--- config.mk ---
export PLATFORM = sky130hd
export DESIGN_NAME = iommu_ptw
export DESIGN_NICKNAME = d
export VERILOG_FILES = /design/src/rtl/iommu_ptw.sv
export SDC_FILE = /design/constraint.sdc
export NUM_CORES = 1
export LEC_CHECK = 0
export BUFFER_PORTS_ARGS = -buffer_cell sky130_fd_sc_hd__buf_4
export CAP_MARGIN = 20
export CORE_MARGIN = 10
export CORE_UTILIZATION = 49
export CTS_CLUSTER_SIZE = 12
export DETAILED_ROUTE_END_ITERATION = 10
export PLACE_DENSITY = 0.86
export SLEW_MARGIN = 40
export SYNTH_ARGS = -nofsm -noshare
export SYNTH_HDL_FRONTEND = slang
export SYNTH_SLANG_ARGS = --single-unit
--- constraint.sdc ---
create_clock -name clk -period 3 [get_ports clk]
set_clock_uncertainty 0.15 [all_clocks]
set_input_delay 0 -clock clk [delete_from_list [all_inputs] [get_ports clk]]
set_output_delay 0 -clock clk [all_outputs]
set_load 0.03 [all_outputs]
--- src/rtl/iommu_ptw.sv ---
`default_nettype none
// ============================================================================
// Module      : iommu_ptw
// Description : Sv39 page-table walker that refills iommu_ioatc on a miss and
//               returns the translated PA or a fault to the requester.
// Revision    : 1.0 - initial release
// ============================================================================
module iommu_ptw #(
  parameter int LEVELS = 3
) (
  input  logic        clk,
  input  logic        rst_n,
  input  logic        req_valid,
  output logic        req_ready,
  input  logic [63:0] req_iova,
  input  logic [43:0] root_ppn,
  output logic        mem_req_valid,
  input  logic        mem_req_ready,
  output logic [63:0] mem_req_addr,
  input  logic        mem_resp_valid,
  input  logic [63:0] mem_resp_data,
  output logic        upd_valid,
  output logic [63:0] upd_iova,
  output logic [63:0] upd_pa,
  input  logic        upd_done,
  output logic        resp_valid,
  output logic [63:0] resp_pa,
  output logic        resp_fault
);

  localparam logic [2:0] c_IDLE  = 3'd0;
  localparam logic [2:0] c_REQ   = 3'd1;
  localparam logic [2:0] c_WAIT  = 3'd2;
  localparam logic [2:0] c_CHECK = 3'd3;
  localparam logic [2:0] c_UPDT  = 3'd4;
  localparam logic [2:0] c_UWAIT = 3'd5;
  localparam logic [2:0] c_RESP  = 3'd6;

  localparam logic [1:0] c_TOP_LEVEL = 2'(LEVELS - 1);

  logic [2:0]  r_state;
  logic [2:0]  w_next_state;
  logic [63:0] r_iova;
  logic [43:0] r_ppn;
  logic [1:0]  r_level;
  logic [43:0] r_pte_ppn;
  logic [3:0]  r_pte_flags;
  logic [63:0] r_pa;
  logic        r_fault;

  logic        w_noncanon;
  logic [8:0]  w_vpn;
  logic [63:0] w_pte_addr;
  logic        w_bad;
  logic        w_leaf;
  logic        w_misalign;
  logic        w_check_fault;
  logic        w_check_leaf;
  logic [63:0] w_leaf_pa;
  logic        w_unused_pte;

  // Bits outside V/R/W/X and the PPN carry nothing the walker acts on.
  assign w_unused_pte = ^{mem_resp_data[63:54], mem_resp_data[9:4]};

  assign w_noncanon = (req_iova[63:39] != {25{req_iova[38]}});

  always_comb begin
    case (r_level)
      2'd2:    w_vpn = r_iova[38:30];
      2'd1:    w_vpn = r_iova[29:21];
      default: w_vpn = r_iova[20:12];
    endcase
  end

  assign w_pte_addr = {8'b0, r_ppn, 12'b0} + {52'b0, w_vpn, 3'b000};

  assign w_bad      = !r_pte_flags[0] || (!r_pte_flags[1] && r_pte_flags[2]);
  assign w_leaf     = r_pte_flags[1] || r_pte_flags[3];
  assign w_misalign = ((r_level == 2'd2) && (r_pte_ppn[17:0] != 18'd0)) ||
                      ((r_level == 2'd1) && (r_pte_ppn[8:0]  != 9'd0));

  assign w_check_fault = w_bad || (w_leaf && w_misalign) ||
                         (!w_leaf && (r_level == 2'd0));
  assign w_check_leaf  = !w_bad && w_leaf && !w_misalign;

  // Superpages keep the low VPN fields from the IOVA.
  always_comb begin
    case (r_level)
      2'd2:    w_leaf_pa = {8'b0, r_pte_ppn[43:18], r_iova[29:12], r_iova[11:0]};
      2'd1:    w_leaf_pa = {8'b0, r_pte_ppn[43:9], r_iova[20:12], r_iova[11:0]};
      default: w_leaf_pa = {8'b0, r_pte_ppn, r_iova[11:0]};
    endcase
  end

  always_ff @(posedge clk or negedge rst_n) begin
    if (!rst_n) begin
      r_state <= c_IDLE;
    end else begin
      r_state <= w_next_state;
    end
  end

  always_comb begin
    w_next_state = r_state;
    case (r_state)
      c_IDLE:  if (req_valid) w_next_state = w_noncanon ? c_RESP : c_REQ;
      c_REQ:   if (mem_req_ready) w_next_state = c_WAIT;
      c_WAIT:  if (mem_resp_valid) w_next_state = c_CHECK;
      c_CHECK: begin
        if (w_check_fault)     w_next_state = c_RESP;
        else if (w_check_leaf) w_next_state = c_UPDT;
        else                   w_next_state = c_REQ;
      end
      c_UPDT:  w_next_state = c_UWAIT;
      c_UWAIT: if (upd_done) w_next_state = c_RESP;
      c_RESP:  w_next_state = c_IDLE;
      default: w_next_state = c_IDLE;
    endcase
  end

  always_comb begin
    req_ready     = 1'b0;
    mem_req_valid = 1'b0;
    mem_req_addr  = 64'd0;
    upd_valid     = 1'b0;
    upd_iova      = 64'd0;
    upd_pa        = 64'd0;
    resp_valid    = 1'b0;
    resp_pa       = 64'd0;
    resp_fault    = 1'b0;
    case (r_state)
      c_IDLE: req_ready = 1'b1;
      c_REQ: begin
        mem_req_valid = 1'b1;
        mem_req_addr  = w_pte_addr;
      end
      c_UPDT: begin
        upd_valid = 1'b1;
        upd_iova  = r_iova;
        upd_pa    = r_pa;
      end
      c_UWAIT: begin
        upd_iova = r_iova;
        upd_pa   = r_pa;
      end
      c_RESP: begin
        resp_valid = 1'b1;
        resp_fault = r_fault;
        resp_pa    = r_fault ? 64'd0 : r_pa;
      end
      default: ;
    endcase
  end

  always_ff @(posedge clk or negedge rst_n) begin
    if (!rst_n) begin
      r_iova      <= 64'd0;
      r_ppn       <= 44'd0;
      r_level     <= 2'd0;
      r_pte_ppn   <= 44'd0;
      r_pte_flags <= 4'd0;
      r_pa        <= 64'd0;
      r_fault     <= 1'b0;
    end else begin
      case (r_state)
        c_IDLE: if (req_valid) begin
          r_iova  <= req_iova;
          r_ppn   <= root_ppn;
          r_level <= c_TOP_LEVEL;
          r_pa    <= 64'd0;
          r_fault <= w_noncanon;
        end
        c_WAIT: if (mem_resp_valid) begin
          r_pte_ppn   <= mem_resp_data[53:10];
          r_pte_flags <= mem_resp_data[3:0];
        end
        c_CHECK: begin
          if (w_check_fault) begin
            r_fault <= 1'b1;
          end else if (w_check_leaf) begin
            r_pa <= w_leaf_pa;
          end else begin
            r_ppn   <= r_pte_ppn;
            r_level <= r_level - 2'd1;
          end
        end
        default: ;
      endcase
    end
  end

endmodule
`default_nettype wire
; Yosys cells after proc, flatten, opt, wreduce, memory -nomap -nowiden
; Cells that the tools add are included.
; Widths: inputs -> output; s select.
[totals]
ff_bits = 226
input_bits = 178
elab_cells = 91
output_inout_bits = 261
[op_classes]
reduce_logical = 29
eq_ne = 17
n_mux = 35
n_addsub = 2
[ops]
columns = op, count
row1 = $mux 64, 7
row2 = $mux 44, 3
row3 = $pmux 64 s2, 1
row4 = $pmux 44 s2, 1
row5 = $pmux 30 s2, 1
row6 = $add 56x12->57, 1
row7 = $mux 57, 1
row8 = $ne 25x25->1, 1
row9 = $mux 3, 7
row10 = $pmux 3 s6, 1
row11 = $pmux 9 s2, 1
row12 = $reduce_bool 18->1, 1
row13 = $ne 2x2->1 const B, 8
row14 = $reduce_and 4->1, 3
row15 = $eq 3x3->1 const B, 3
row16 = $reduce_bool 9->1, 1
row17 = $logic_and 1x1->1, 7
row18 = $mux 1, 7
row19 = $eq 3x2->1 const B, 2
row20 = $mux 2, 3
row21 = $logic_not 1->1, 5
row22 = $logic_or 1x1->1, 5
row23 = $pmux 2 s2, 1
row24 = $reduce_and 2->1, 2
row25 = other kinds (10), 10

; Logic depth before layout (Yosys ltp)
[depth]
depth_word = 9
ltp_mapped = 9
mapped_depth_nobuf = 7

; Worst setup path after synthesis
; No wires, ideal clock.
[synth_timing]
path_kind = reg-to-reg
start = register r_pte_ppn[12]
end = register r_ppn[0]
arrival_ns = 2.437
path_buffers = 1
path_slack_ns = 0.288
stages_incl_launch_ff = 7
setup_time_ns = 0.125
t_required_ns = 2.725
period_less_slack_ns = 2.712
path_cell_list = dfrtp_1 -> or4_4 -> o41ai_4 -> a31oi_2 -> a211oi_4 -> buf_6 -> mux2_2
[synth_via]
elab_chain_len = 8
word_cells_on_any_way = 11
classes_between = eq/ne: 2 / reduce/logical: 9
[synth_lines]
columns = element, line_no
row1 = from (decl), 46  ; logic [43:0] r_pte_ppn;
row2 = from (signal assigned), 174  ; r_pte_ppn <= mem_resp_data[53:10];
row3 = $reduce_bool 18->1 *, 79  ; assign w_misalign = ((r_level == 2'd2) && (r_pte_ppn[17:0] != 18'd0)) ||
row4 = $logic_and 1x1->1 *, 79
row5 = $logic_or 1x1->1 *, 79
row6 = $logic_and 1x1->1, 82  ; assign w_check_fault = w_bad || (w_leaf && w_misalign) ||
row7 = $logic_or 1x1->1 (2 in a row), 82
row8 = $ne 2x2->1 (no line), -
row9 = $reduce_and 4->1 (no line) *, -
row10 = to (signal assigned), 168  ; r_ppn <= root_ppn;
row11 = to (signal assigned), 183  ; r_ppn <= r_pte_ppn;
row12 = to (decl), 44  ; logic [43:0] r_ppn;
; Every way passes the cells marked *; elsewhere a longest branch is shown, timed or not.
; A chain may end at the register's enable or synchronous reset.

; Worst setup path after layout
[layout_timing]
start = register r_pte_ppn[12]
end = register r_ppn[33]
; The elaborated chain is that of the path after synthesis.

==> out/results.ini <==
[timing]
slew_headroom_pct = 48.74
slew_violations = 0
finalHoldViolCount = 0
min_period_ns = 2.922
final.setup.tns_ns = 0
setup_viol_count_final = 0
maxClockFrequency_mhz = 342.2
grt_setup_unrepaired = no
min_period_over_period_pct = 97.41
worst_pin_slew_ns = 0.7689

[clock_network]
cts_root_buf = clkbuf_16
cts_resized = 0
cts_hold_buf = 167
clkTransAtPathRegs_ns = 0.06
clock_latency_ns = 0.51
numCtsBuffers = 24
clockBufferDepth = 3
h-tree-depth = 1
cts_tree = yes
cts_sinks = 218
cts_setup_buffers = 0

[place]
post-dp-hpwl_um = 28030
placedCellCount = 1693
io_buffers = 395
gp_congestion = 0.8792

[die]
num_io_pins = 439
initial_core_util_pct = 50.11
die_w_um = 170.1
core-area_sq_um = 22030
fp-row-count = 54
dieArea_sq_um = 28930
fp.dieH_um = 170.1

[power]
p_per_area_nw_per_um2 = 908.2
p_sw_share_pct = 40.67
clockPowerShare_pct = 18.4
internal-power_uw = 9014
pwr-share-comb_pct = 46.0
irDropWorstVdd_mv = 0.5421
seq_power_share_pct = 35.6
p_leak_uw = 0.008067
p_switching_uw = 6179

[route]
routedWlPerCell_um = 22.60
drt_pass1_iterations = 5
vias_per_cell = 5.463
routed_wl_um = 43090
drc = 0
detail_route.iter0.violations = 932
vias = 10420
ant_nets = 0

[logic_synthesis]
synth_largest_area_cell = dfrtp_1
synthArstFlopShare_pct = 100.0
synth_edf_count = 0
synth_top_area_share_pct = 49.42
synth-seq-cells = 218
syn_avg_cell_area_sq_um = 10.32
yosysWarnings = 0
yosysUniqueCellTypes = 49
seq_area_frac_synth_pct = 49.42
synth_ff_type = dfrtp_1
postSynthCellCount = 1070
syn_area_sq_um = 11040
synthTopCellsByArea = dfrtp_1 (49%), mux2_2 (15%), and2_1 (13%)

[worst_setup_path]
cp.required_ns = 3.23
crit_fanout = 46
end_kind = register
cp-start-kind = register
arrival_ns = 3.15
worstSetupPathType = register to register

[layout]
fin_cells = 1907
final_nets = 1788
fillCellCount = 1314
drive_above_1_share_pct = 37.95
syn_to_final_growth_pct = 51.56

[global_route]
grt_max_degree = 83
grt_pass1_vias = 11250
globalRouteTotalUtil_pct = 28.47
grt_pass1_wl_um = 65470
antenna_found_initial = 3
overflow = 0

[run_status]
status = finished, final reports clean

[run]
maxCapViolCount = 0

[worst_hold_path]
hp-class = input port to register

[synthesized netlist by cell type (7+ instances only)]
| cell type | number |
|---|---|
| nor2_1 | 24 |
| a211oi_1 | 9 |
| a22o_1 | 12 |
| clkbuf_1 | 57 |
| buf_4 | 27 |
| nand2_1 | 185 |
| buf_1 | 7 |
| and2_1 | 222 |
| mux2_2 | 150 |
| nor3_1 | 11 |
| dfrtp_1 | 218 |
| a22oi_1 | 26 |
| o21ai_0 | 45 |
[final timing paths]
| kind | startpoint | endpoint | slack [ns] | cells past startpoint |
|---|---|---|---|---|
| worst max-delay path | r_pte_ppn[12] | r_ppn[33] | 0.08 | 6 |
| worst min-delay path | mem_resp_data[3] | r_pte_flags[3] | 0.12 | 4 |
| worst max register to register | r_pte_ppn[12] | r_ppn[33] | 0.08 | 6 |
| worst min register to register | r_ppn[23] | r_ppn[23] | 0.33 | 1 |
| max in group asynchronous | rst_n | r_iova[55] | 1.76 | 4 |
| min in group asynchronous | rst_n | r_pte_ppn[8] | 0.51 | 4 |
[layer usage]
| layer | vias to the layer above | part of all wire (%) | track usage, % |
|---|---|---|---|
| li1 | 4619 | - | - |
| met1 | 5162 | 35 | 30.52 |
| met2 | 533 | 53 | 52.11 |
| met3 | 104 | 8.2 | 7.543 |
| met4 | 0 | 3.8 | 11.37 |
| met5 | - | 0 | 0 |
[cells in the final DEF, fill, tap and decap left out, drive strengths merged, types with 24 or more instances in the layout]
| cell | Yosys | routed |
|---|---|---|
| o21ai | 45 | 45 |
| mux2 | 155 | 155 |
| dlygate4sd3 | 0 | 166 |
| a22oi | 26 | 26 |
| and2 | 222 | 222 |
| dfrtp | 218 | 218 |
| clkbuf | 57 | 37 |
| conb | 1 | 27 |
| nor2 | 24 | 24 |
| nand2 | 185 | 185 |
| buf | 42 | 418 |
[power groups by stage]
stage	clock network [uW]	registers, uW	logic [uW]
CTS	2810	5330	6850
detailed placement	0	5370	6580
finish	2790	5410	6990
global placement	0	5280	6390
global route	2930	5530	7410
floorplan	0	4850	4620
[cell type report]
cell class	count	area, sq um	share of cell area [%]
Multi-Input combinational cell	773	5201	31.09
Sequential cell	218	5455	32.61
Timing Repair Buffer	584	4960	29.65
Clock buffer	37	700.7	4.188
Inverter	6	22.52	0.1346
Tap cell	280	350.3	2.094
Clock inverter	5	30.03	0.1795
Antenna cell	4	10.01	0.05983
[cells by family after synthesis]
group,share of synthesized area (%)
buffers and inverters,4.806
AND/OR/NAND/NOR,21.90
adder cells (fa/ha/maj),0.3401
flip-flops,49.42
other,0.03397
multiplexers,15.90
AO/OA/AOI/OAI,7.595
[per-stage QoR]
stage	utilization [%]	total power, uW	worst slack [ns]	hold slack [ns]	area [sq um]
global route	75.94	15880	0.01835	0.1232	16730
floorplan	-	9469	0.2882	-0.4456	11140
CTS	75.78	14990	0.09569	0.09977	16690
finish	75.95	15190	0.07759	0.1216	16730
detailed placement	64.80	11950	0.1282	-0.1640	14270
global placement	64.80	11670	0.2006	-0.1708	14270
[flip-flops by register name, indices dropped and copies added, names as in the netlist]
name         cells
r_iova          64
r_fault          1
r_level          2
r_ppn           44
r_pa            56
r_pte_flags      4
r_pte_ppn       44
r_state          3
[worst max-delay path, cell delays in order, from the launching register on]
cell      delay [ns]
dfrtp_1         0.42
or4_4           0.57
o41ai_4         0.44
a31oi_2         0.20
a211oi_4        0.28
buf_12          0.31
mux2_2          0.38
(Power assumes the default switching activity.)
